===== src/rtl/mp_addsub_if.sv =====
// Start/done operand and result bundle for mp_addsub.
// The oOvf signal is present only when MP_ADDSUB_OVF_EN is defined.
interface mp_addsub_if #(
  parameter int OPERAND_WIDTH = 128
);
  logic                     iStart;
  logic                     iSub;
  logic [OPERAND_WIDTH-1:0] iOpA;
  logic [OPERAND_WIDTH-1:0] iOpB;
  logic [OPERAND_WIDTH:0]   oRes;
  logic                     oBusy;
  logic                     oDone;
`ifdef MP_ADDSUB_OVF_EN
  logic                     oOvf;

  modport master (output iStart, iSub, iOpA, iOpB, input oRes, oBusy, oDone, oOvf);
  modport slave  (input iStart, iSub, iOpA, iOpB, output oRes, oBusy, oDone, oOvf);
`else
  modport master (output iStart, iSub, iOpA, iOpB, input oRes, oBusy, oDone);
  modport slave  (input iStart, iSub, iOpA, iOpB, output oRes, oBusy, oDone);
`endif
endinterface


===== src/rtl/mp_addsub.sv =====
// Multi-precision add/subtract, one ADDER_WIDTH slice per clock, start/done handshake.
// Define MP_ADDSUB_OVF_EN to add the signed-overflow flag oOvf.
//
// state | meaning
// IDLE  | waiting for iStart
// RUN   | adding one slice per cycle, oBusy high
// DONE  | oDone pulse; iStart here starts the next operation
module mp_addsub #(
  parameter int OPERAND_WIDTH = 128,
  parameter int ADDER_WIDTH   = 32
) (
  input  logic        iClk,
  input  logic        iRstn,
  mp_addsub_if.slave  bus
);
  localparam int NSLICES = OPERAND_WIDTH / ADDER_WIDTH;
  localparam int CNT_W   = (NSLICES > 1) ? $clog2(NSLICES) : 1;
  localparam logic [CNT_W-1:0] LAST_SLICE = CNT_W'(NSLICES - 1);

  typedef enum logic [1:0] {IDLE, RUN, DONE} stateT;

  stateT                    state, stateNext;
  logic                     startOk;
  logic                     lastSlice;
  logic [CNT_W-1:0]         sliceCnt;
  logic [OPERAND_WIDTH-1:0] rA, rB;
  logic                     rCarry, rSub;
  logic [ADDER_WIDTH:0]     sliceSum;
  logic [OPERAND_WIDTH-1:0] sumNext;
  logic [OPERAND_WIDTH:0]   resReg;

  always_ff @(posedge iClk) begin
    if (!iRstn) state <= IDLE;
    else        state <= stateNext;
  end

  always_comb begin
    stateNext = state;
    startOk   = 1'b0;
    lastSlice = 1'b0;
    unique case (state)
      IDLE: if (bus.iStart) begin
        stateNext = RUN;
        startOk   = 1'b1;
      end
      RUN: if (sliceCnt == LAST_SLICE) begin
        stateNext = DONE;
        lastSlice = 1'b1;
      end
      DONE: begin
        startOk   = bus.iStart;
        stateNext = bus.iStart ? RUN : IDLE;
      end
      default: stateNext = IDLE;
    endcase
  end

  assign sliceSum = {1'b0, rA[ADDER_WIDTH-1:0]} + {1'b0, rB[ADDER_WIDTH-1:0]}
                  + {{ADDER_WIDTH{1'b0}}, rCarry};

  // Slices enter from the top, so after NSLICES steps the lowest slice sits at bit 0.
  generate
    if (NSLICES == 1) begin : gOneSlice
      assign sumNext = sliceSum[ADDER_WIDTH-1:0];
    end else begin : gMultiSlice
      logic [OPERAND_WIDTH-ADDER_WIDTH-1:0] rAcc;
      assign sumNext = {sliceSum[ADDER_WIDTH-1:0], rAcc};
      always_ff @(posedge iClk) begin
        if (!iRstn)              rAcc <= '0;
        else if (state == RUN)   rAcc <= sumNext[OPERAND_WIDTH-1:ADDER_WIDTH];
      end
    end
  endgenerate

  always_ff @(posedge iClk) begin
    if (!iRstn) begin
      rA       <= '0;
      rB       <= '0;
      rCarry   <= 1'b0;
      rSub     <= 1'b0;
      sliceCnt <= '0;
      resReg   <= '0;
    end else if (startOk) begin
      rA       <= bus.iOpA;
      rB       <= bus.iSub ? ~bus.iOpB : bus.iOpB;
      rCarry   <= bus.iSub;
      rSub     <= bus.iSub;
      sliceCnt <= '0;
    end else if (state == RUN) begin
      rA       <= rA >> ADDER_WIDTH;
      rB       <= rB >> ADDER_WIDTH;
      rCarry   <= sliceSum[ADDER_WIDTH];
      sliceCnt <= sliceCnt + 1'b1;
      // In subtract mode the inverted carry-out is the borrow.
      if (lastSlice) resReg <= {rSub ^ sliceSum[ADDER_WIDTH], sumNext};
    end
  end

`ifdef MP_ADDSUB_OVF_EN
  logic carryIntoMsb;
  logic ovfReg;

  assign carryIntoMsb = sliceSum[ADDER_WIDTH-1] ^ rA[ADDER_WIDTH-1] ^ rB[ADDER_WIDTH-1];

  always_ff @(posedge iClk) begin
    if (!iRstn)         ovfReg <= 1'b0;
    else if (lastSlice) ovfReg <= carryIntoMsb ^ sliceSum[ADDER_WIDTH];
  end

  assign bus.oOvf = ovfReg;
`endif

  assign bus.oRes  = resReg;
  assign bus.oBusy = (state == RUN);
  assign bus.oDone = (state == DONE);
endmodule


===== src/flat_wrapper.sv =====
// flat-port wrapper written by rule: the top's interface ports become plain ports
module mp_addsub_flat 
#(
  parameter int OPERAND_WIDTH = 128,
  parameter int ADDER_WIDTH   = 32
)
  (iClk, iRstn, bus_iStart, bus_iSub, bus_iOpA, bus_iOpB, bus_oRes, bus_oBusy, bus_oDone);
  mp_addsub_if #(.OPERAND_WIDTH(OPERAND_WIDTH)) bus_i ();
  input  logic iClk;
  input  logic iRstn;
  input wire logic [$bits(bus_i.iStart)-1:0] bus_iStart;
  input wire logic [$bits(bus_i.iSub)-1:0] bus_iSub;
  input wire logic [$bits(bus_i.iOpA)-1:0] bus_iOpA;
  input wire logic [$bits(bus_i.iOpB)-1:0] bus_iOpB;
  output wire logic [$bits(bus_i.oRes)-1:0] bus_oRes;
  output wire logic [$bits(bus_i.oBusy)-1:0] bus_oBusy;
  output wire logic [$bits(bus_i.oDone)-1:0] bus_oDone;
  assign bus_i.iStart = bus_iStart;
  assign bus_i.iSub = bus_iSub;
  assign bus_i.iOpA = bus_iOpA;
  assign bus_i.iOpB = bus_iOpB;
  assign bus_oRes = bus_i.oRes;
  assign bus_oBusy = bus_i.oBusy;
  assign bus_oDone = bus_i.oDone;
  mp_addsub #(.OPERAND_WIDTH(OPERAND_WIDTH), .ADDER_WIDTH(ADDER_WIDTH)) u_core (.iClk(iClk), .iRstn(iRstn), .bus(bus_i));
endmodule

===== config.mk =====
export PLATFORM = sky130hd
export DESIGN_NAME = mp_addsub_flat
export DESIGN_NICKNAME = d
export VERILOG_FILES = /design/src/rtl/mp_addsub_if.sv /design/src/rtl/mp_addsub.sv /design/src/flat_wrapper.sv
export SDC_FILE = /design/constraint.sdc
export NUM_CORES = 1
export LEC_CHECK = 0
export ABC_AREA = 1
export BUFFER_PORTS_ARGS = -buffer_cell sky130_fd_sc_hd__buf_2
export CORE_MARGIN = 2
export CORE_UTILIZATION = 25
export CTS_CLUSTER_DIAMETER = 40
export DETAILED_ROUTE_END_ITERATION = 10
export SLEW_MARGIN = 40
export SYNTH_ARGS = -nofsm -noshare
export SYNTH_HDL_FRONTEND = slang
export SYNTH_SLANG_ARGS = --single-unit

===== constraint.sdc =====
create_clock -name iClk -period 2.5 [get_ports iClk]
set_input_delay 0.375 -clock iClk [delete_from_list [all_inputs] [get_ports iClk]]
set_output_delay 0.375 -clock iClk [all_outputs]
set_load 0.005 [all_outputs]

==> Word-level counts from Yosys, hierarchy flattened <==
Index checks and enable logic that the tools add are counted.
{ "word_totals": {"ff_bits": 487, "output_inout_bits": 131, "elab_cells": 40} }
{ "classes": {"addsub": 3, "n_eq_ne": 5, "n_mux": 15, "bitwise": 4, "reduce_logical": 5} }
{ "ops": {"columns": ["op", "count"], "rows": [
  ["128-bit 2-to-1 mux", 5],
  ["128-bit inverter", 1],
  ["32-bit by 32-bit adder with 33-bit output", 1],
  ["33-bit by 1-bit adder with 33-bit output", 1],
  ["1-bit 2-to-1 mux", 6],
  ["2-bit one-hot mux with 3 select lines", 1],
  ["2-bit == test, second input constant", 2],
  ["2-bit 2-to-1 mux", 2],
  ["3-bit AND reduction", 1],
  ["2-bit by 1-bit adder with 2-bit output, second input constant", 1],
  ["2-bit by 1-bit == test with 1-bit output, second input constant", 1],
  ["2-bit logical NOT", 1],
  ["2-bit by 1-bit inequality test with 1-bit output, second input constant", 1],
  ["2-bit inequality test, second input constant", 1],
  ["1-bit inverter", 2],
  ["1-bit one-hot mux with 2 select lines", 1],
  ["2-bit AND reduction", 1],
  ["2-bit nonzero test", 1],
  ["2-bit OR reduction", 1],
  ["1-bit XOR", 1]
]} }

==> Depth between registers and ports, before layout <==
{ "depth": {"depth_word": 4, "depth_mapped": 14, "ltp_nobuf": 14} }

==> Worst setup path before layout <==
OpenSTA, ideal clock, no wires.
{ "synth_path": {"kind": "register to register", "startpoint": "register u_core.rCarry", "endpoint": "register u_core.gMultiSlice.rAcc[88]", "setup_time_ns": 0.109, "t_arrival_ns": 1.969, "required_ns": 2.391, "slack_ns": 0.422, "path_stages_with_launch": 15, "cell_sequence": "dfxtp_1 > fa_1 > fa_1 > nand2_1 > nand2_1 > nand3_1 > nand2_1 > nand2_1 > nand2_1 > nand2_1 > nand2_1 > nand2_1 > nand3_1 > nand2_1 > inv_1"} }
{ "synth_via": {"elab_chain_cells": 1} }
{ "synth_rtl": {"columns": ["item", "line", "text"], "rows": [
  ["start: declaration", "mp_addsub.sv:27", "logic rCarry, rSub;"],
  ["start signal: assignment", "mp_addsub.sv:86", "rCarry <= bus.iSub;"],
  ["start signal: assignment", "mp_addsub.sv:92", "rCarry <= sliceSum[ADDER_WIDTH];"],
  ["33-bit by 1-bit adder with 33-bit output", "mp_addsub.sv:59", "+ {{ADDER_WIDTH{1'b0}}, rCarry};"],
  ["end signal: assignment", "mp_addsub.sv:70", "else if (state == RUN) rAcc <= sumNext[OPERAND_WIDTH-1:ADDER_WIDTH];"],
  ["end: declaration", "mp_addsub.sv:66", "logic [OPERAND_WIDTH-ADDER_WIDTH-1:0] rAcc;"]
]} }
No other way between the ends.
A chain may end at the register's enable or synchronous reset.

==> Worst setup path after layout <==
{ "layout_path": {"startpoint": "register u_core.state[0]", "endpoint": "output bus_oBusy"} }
{ "layout_via": {"elab_chain_cells": 1} }
{ "layout_rtl": {"columns": ["item", "line", "text"], "rows": [
  ["start: declaration", "mp_addsub.sv:22", "stateT state, stateNext;"],
  ["start signal: assignment", "mp_addsub.sv:34", "else state <= stateNext;"],
  ["2-bit by 1-bit == test with 1-bit output", "mp_addsub.sv:114", "assign bus.oBusy = (state == RUN);"],
  ["end: declaration", "flat_wrapper.sv:16", "output wire logic [$bits(bus_i.oBusy)-1:0] bus_oBusy;"]
]} }
No other way between the ends.

==> impl_metrics.ini <==
[clock_network]
clkSlewWorstSetupHoldPaths_ns = 0.05
numCtsBuffers = 83
cts_tree = done
cts_buffer_depth = 3
cts.sinks = 487
clock_latency_ns = 0.60
cts_max_level = 3
cts_root_buf = clkbuf_16

[hold_path]
min_to = u_core.rA[30]$_SDFFE_PN0P_
hp-start = bus_iOpA[30]
holdPathStages = 3
hold_path.class = in2reg

[critical_path]
reg2reg_depth = 14
path_max_fanout = 64
slowest_stage = clkbuf_16
cp-end-kind = output port
path_class = reg2out
crit_arrival_ns = 1.92
r2r_start = u_core.rCarry$_SDFFE_PN0P_
start_kind = flop
worstPathRequired_ns = 2.12
reg2reg_to = u_core.gMultiSlice.rAcc[86]$_SDFFE_PN0P_
cpPeakStageDelay_ns = 0.36
r2r_setup_slack_ns = 0.24
crit_path_cell_trace = inv_2, nor2_4, clkbuf_16, buf_2

[timing]
fmaxAchievable_ghz = 0.435
rsz0062_at_grt = false
finClkSkew_ns = 0.0272
setup_viol = 0
hold_violations = 0
max-slew-margin-rel_pct = 51.1
period_share_pct = 91.9
post-route-min-period_ns = 2.30
finalSetupTns_ns = 0
worst_pin_slew_ns = 0.734
timing.final.max_slew_violations = 0

[status]
outcome = finished, final reports clean

[power_and_ir_drop]
powerDensity_nw_per_um2 = 810
peakVddDrop_v = 0.000513
power.leakage_uw = 0.0122
p_sw_share_pct = 26.9
power_frac_comb_pct = 10.6
p_int_uw = 16400
clkPwrFrac_pct = 51.4
p_sw_uw = 6040
p_seq_share_pct = 38.0

[finish]
layout_commonest_cell = nand2_1
area_growth_pct = 29.7
drive_gt1_share_pct = 17.3
fillers = 9281
mostFrequentLayoutCells = 955 x nand2_1, 487 x dfxtp_1, 388 x buf_2, 320 x a21oi_1, 228 x inv_1
fin_cells = 4547
num-nets-final = 3616

[place]
gp_congestion = 0.877
port_buffers = 390
post-place-cells = 4341
place_hpwl_um = 54200

[die]
initial_core_util_pct = 25.2
core_um2 = 84900
dieWidth_um = 296
core.rowCount = 107
io_pins = 391
die_y_um = 296
design.die.area_um2 = 87800

[global_route]
antenna_found_initial = 18
grt_max_degree = 175
grtUsageTotal_pct = 16.7
grt_pass1_wl_um = 113000
overflow = 0
grt_pass1_vias = 19400

[logic_synthesis]
ys_seq_area_share_pct = 45.6
ys.warnings.count = 0
netlist_area_um2 = 21400
syn_avg_cell_area_um2 = 7.19
synth_seq_cells = 487
synthCells = 2971
synth_cell_type_count = 31
synth_nets = 3265

[routing]
drc = 0
viasPerCell = 4.52
dr.pass1.iters = 8
vias = 20500
wire_per_inst_um = 16.8
drt_iter0_markers = 1230
ant_nets = 0
routed_wl_um = 76200

[run]
max_cap_violations = 0
[how the worst max path moves through the flow]
stage                                       from                                        to  depth (start not counted)
finish              u_core.state[0]$_SDFFE_PN0P_                                 bus_oBusy                          4
global route          u_core.rCarry$_SDFFE_PN0P_  u_core.gMultiSlice.rAcc[94]$_SDFFE_PN0P_                         14
CTS                 u_core.state[0]$_SDFFE_PN0P_                                 bus_oBusy                          4
detailed placement    u_core.rCarry$_SDFFE_PN0P_  u_core.gMultiSlice.rAcc[86]$_SDFFE_PN0P_                         14
global placement      u_core.rCarry$_SDFFE_PN0P_  u_core.gMultiSlice.rAcc[86]$_SDFFE_PN0P_                         14
floorplan             u_core.rCarry$_SDFFE_PN0P_  u_core.gMultiSlice.rAcc[88]$_SDFFE_PN0P_                         14
[metal layers]
metal | vias to the layer above | part of all wire [%] | global-route usage, % | wire length, µm
met4 | 10 | 2.8 | 6.05 | 2140
li1 | 10500 | - | - | -
met2 | 509 | 47 | 27.9 | 36100
met5 | - | 0.073 | 0 | 56
met1 | 9448 | 44 | 21.4 | 33200
met3 | 111 | 6.1 | 3.20 | 4680
[repair_timing]
action,in CTS,in global routing
setup endpoints to repair,0,4
endpoints found under the hold margin,39,0
buffers inserted,0,0
hold buffers,39,0
gates resized for setup,0,3
[final cells by class]
type / count / area (µm²) / area share, %
Multi-Input combinational cell: 2048 / 9850 / 35.5
Timing Repair Buffer: 467 / 2890 / 10.4
Sequential cell: 487 / 9750 / 35.2
Tap cell: 1144 / 1430 / 5.17
Clock buffer: 101 / 2290 / 8.26
Antenna cell: 12 / 30.0 / 0.108
Clock inverter: 53 / 582 / 2.10
Inverter: 235 / 900 / 3.25
[kinds of logic after synthesis]
group / synth area share, %
simple gates: 21.5
compound gates: 19.2
flops: 45.6
buf+inv: 8.35
xor+xnor: 3.28
fa+ha+maj: 2.06
[critical path, delay by kind of cell (launching register included)]
kind / cells / cell delay, ns
simple gates: 1 / 0.33
buf+inv: 3 / 0.61
flops: 1 / 0.33
[sequential cells by signal, indices dropped and copies added, names as in the netlist]
name / cells
u_core.gMultiSlice.rAcc: 96
u_core.rSub: 1
u_core.rB: 128
u_core.state: 2
u_core.rCarry: 1
u_core.rA: 128
u_core.sliceCnt: 2
u_core.bus.oRes: 129
[power groups by stage]
stage | combinational [µW] | sequential (µW) | clock, µW
floorplan | 1530 | 8560 | 0
global placement | 2290 | 8690 | 0
detailed placement | 2310 | 8700 | 0
CTS | 2370 | 8540 | 11800
global route | 2660 | 8580 | 12100
finish | 2370 | 8530 | 11600
[Yosys cell counts (all sizes together)]
| cell | count | area [µm²] |
|---|---|---|
| ha | 32 | 400 |
| nor2 | 108 | 420 |
| o22ai | 1 | 6.26 |
| fa | 2 | 40.0 |
| nand3b | 1 | 7.51 |
| dfxtp | 487 | 9750 |
| nand2 | 958 | 3600 |
| nand4 | 2 | 12.5 |
| a21o | 3 | 22.5 |
| xnor2 | 4 | 35.0 |
| a21oi | 320 | 1600 |
| buf | 75 | 430 |
| nand3 | 104 | 521 |
| o21ai | 226 | 1130 |
| o21a | 17 | 128 |
| and2 | 1 | 6.26 |
| xor2 | 76 | 666 |
| a211oi | 23 | 173 |
| inv | 235 | 882 |
| a31oi | 161 | 1010 |
| clkbuf | 126 | 473 |
| o211ai | 2 | 15.0 |
| nor3 | 4 | 20.0 |
| o21bai | 3 | 22.5 |
[through the flow]
step	worst slack (ns)	util, %	hold WS, ns	instance area, µm²	power (µW)
2_1_floorplan	0.422	-	0.430	21400	10100
3_3_place_gp	0.184	28.7	0.445	24400	11000
3_5_place_dp	0.189	28.7	0.448	24400	11000
4_1_cts	0.0445	32.6	0.000183	27700	22700
5_1_grt	0.0339	32.6	0.0246	27700	23400
6_report	0.202	32.6	0.0391	27700	22500
Power figures use the tool's default switching activity.
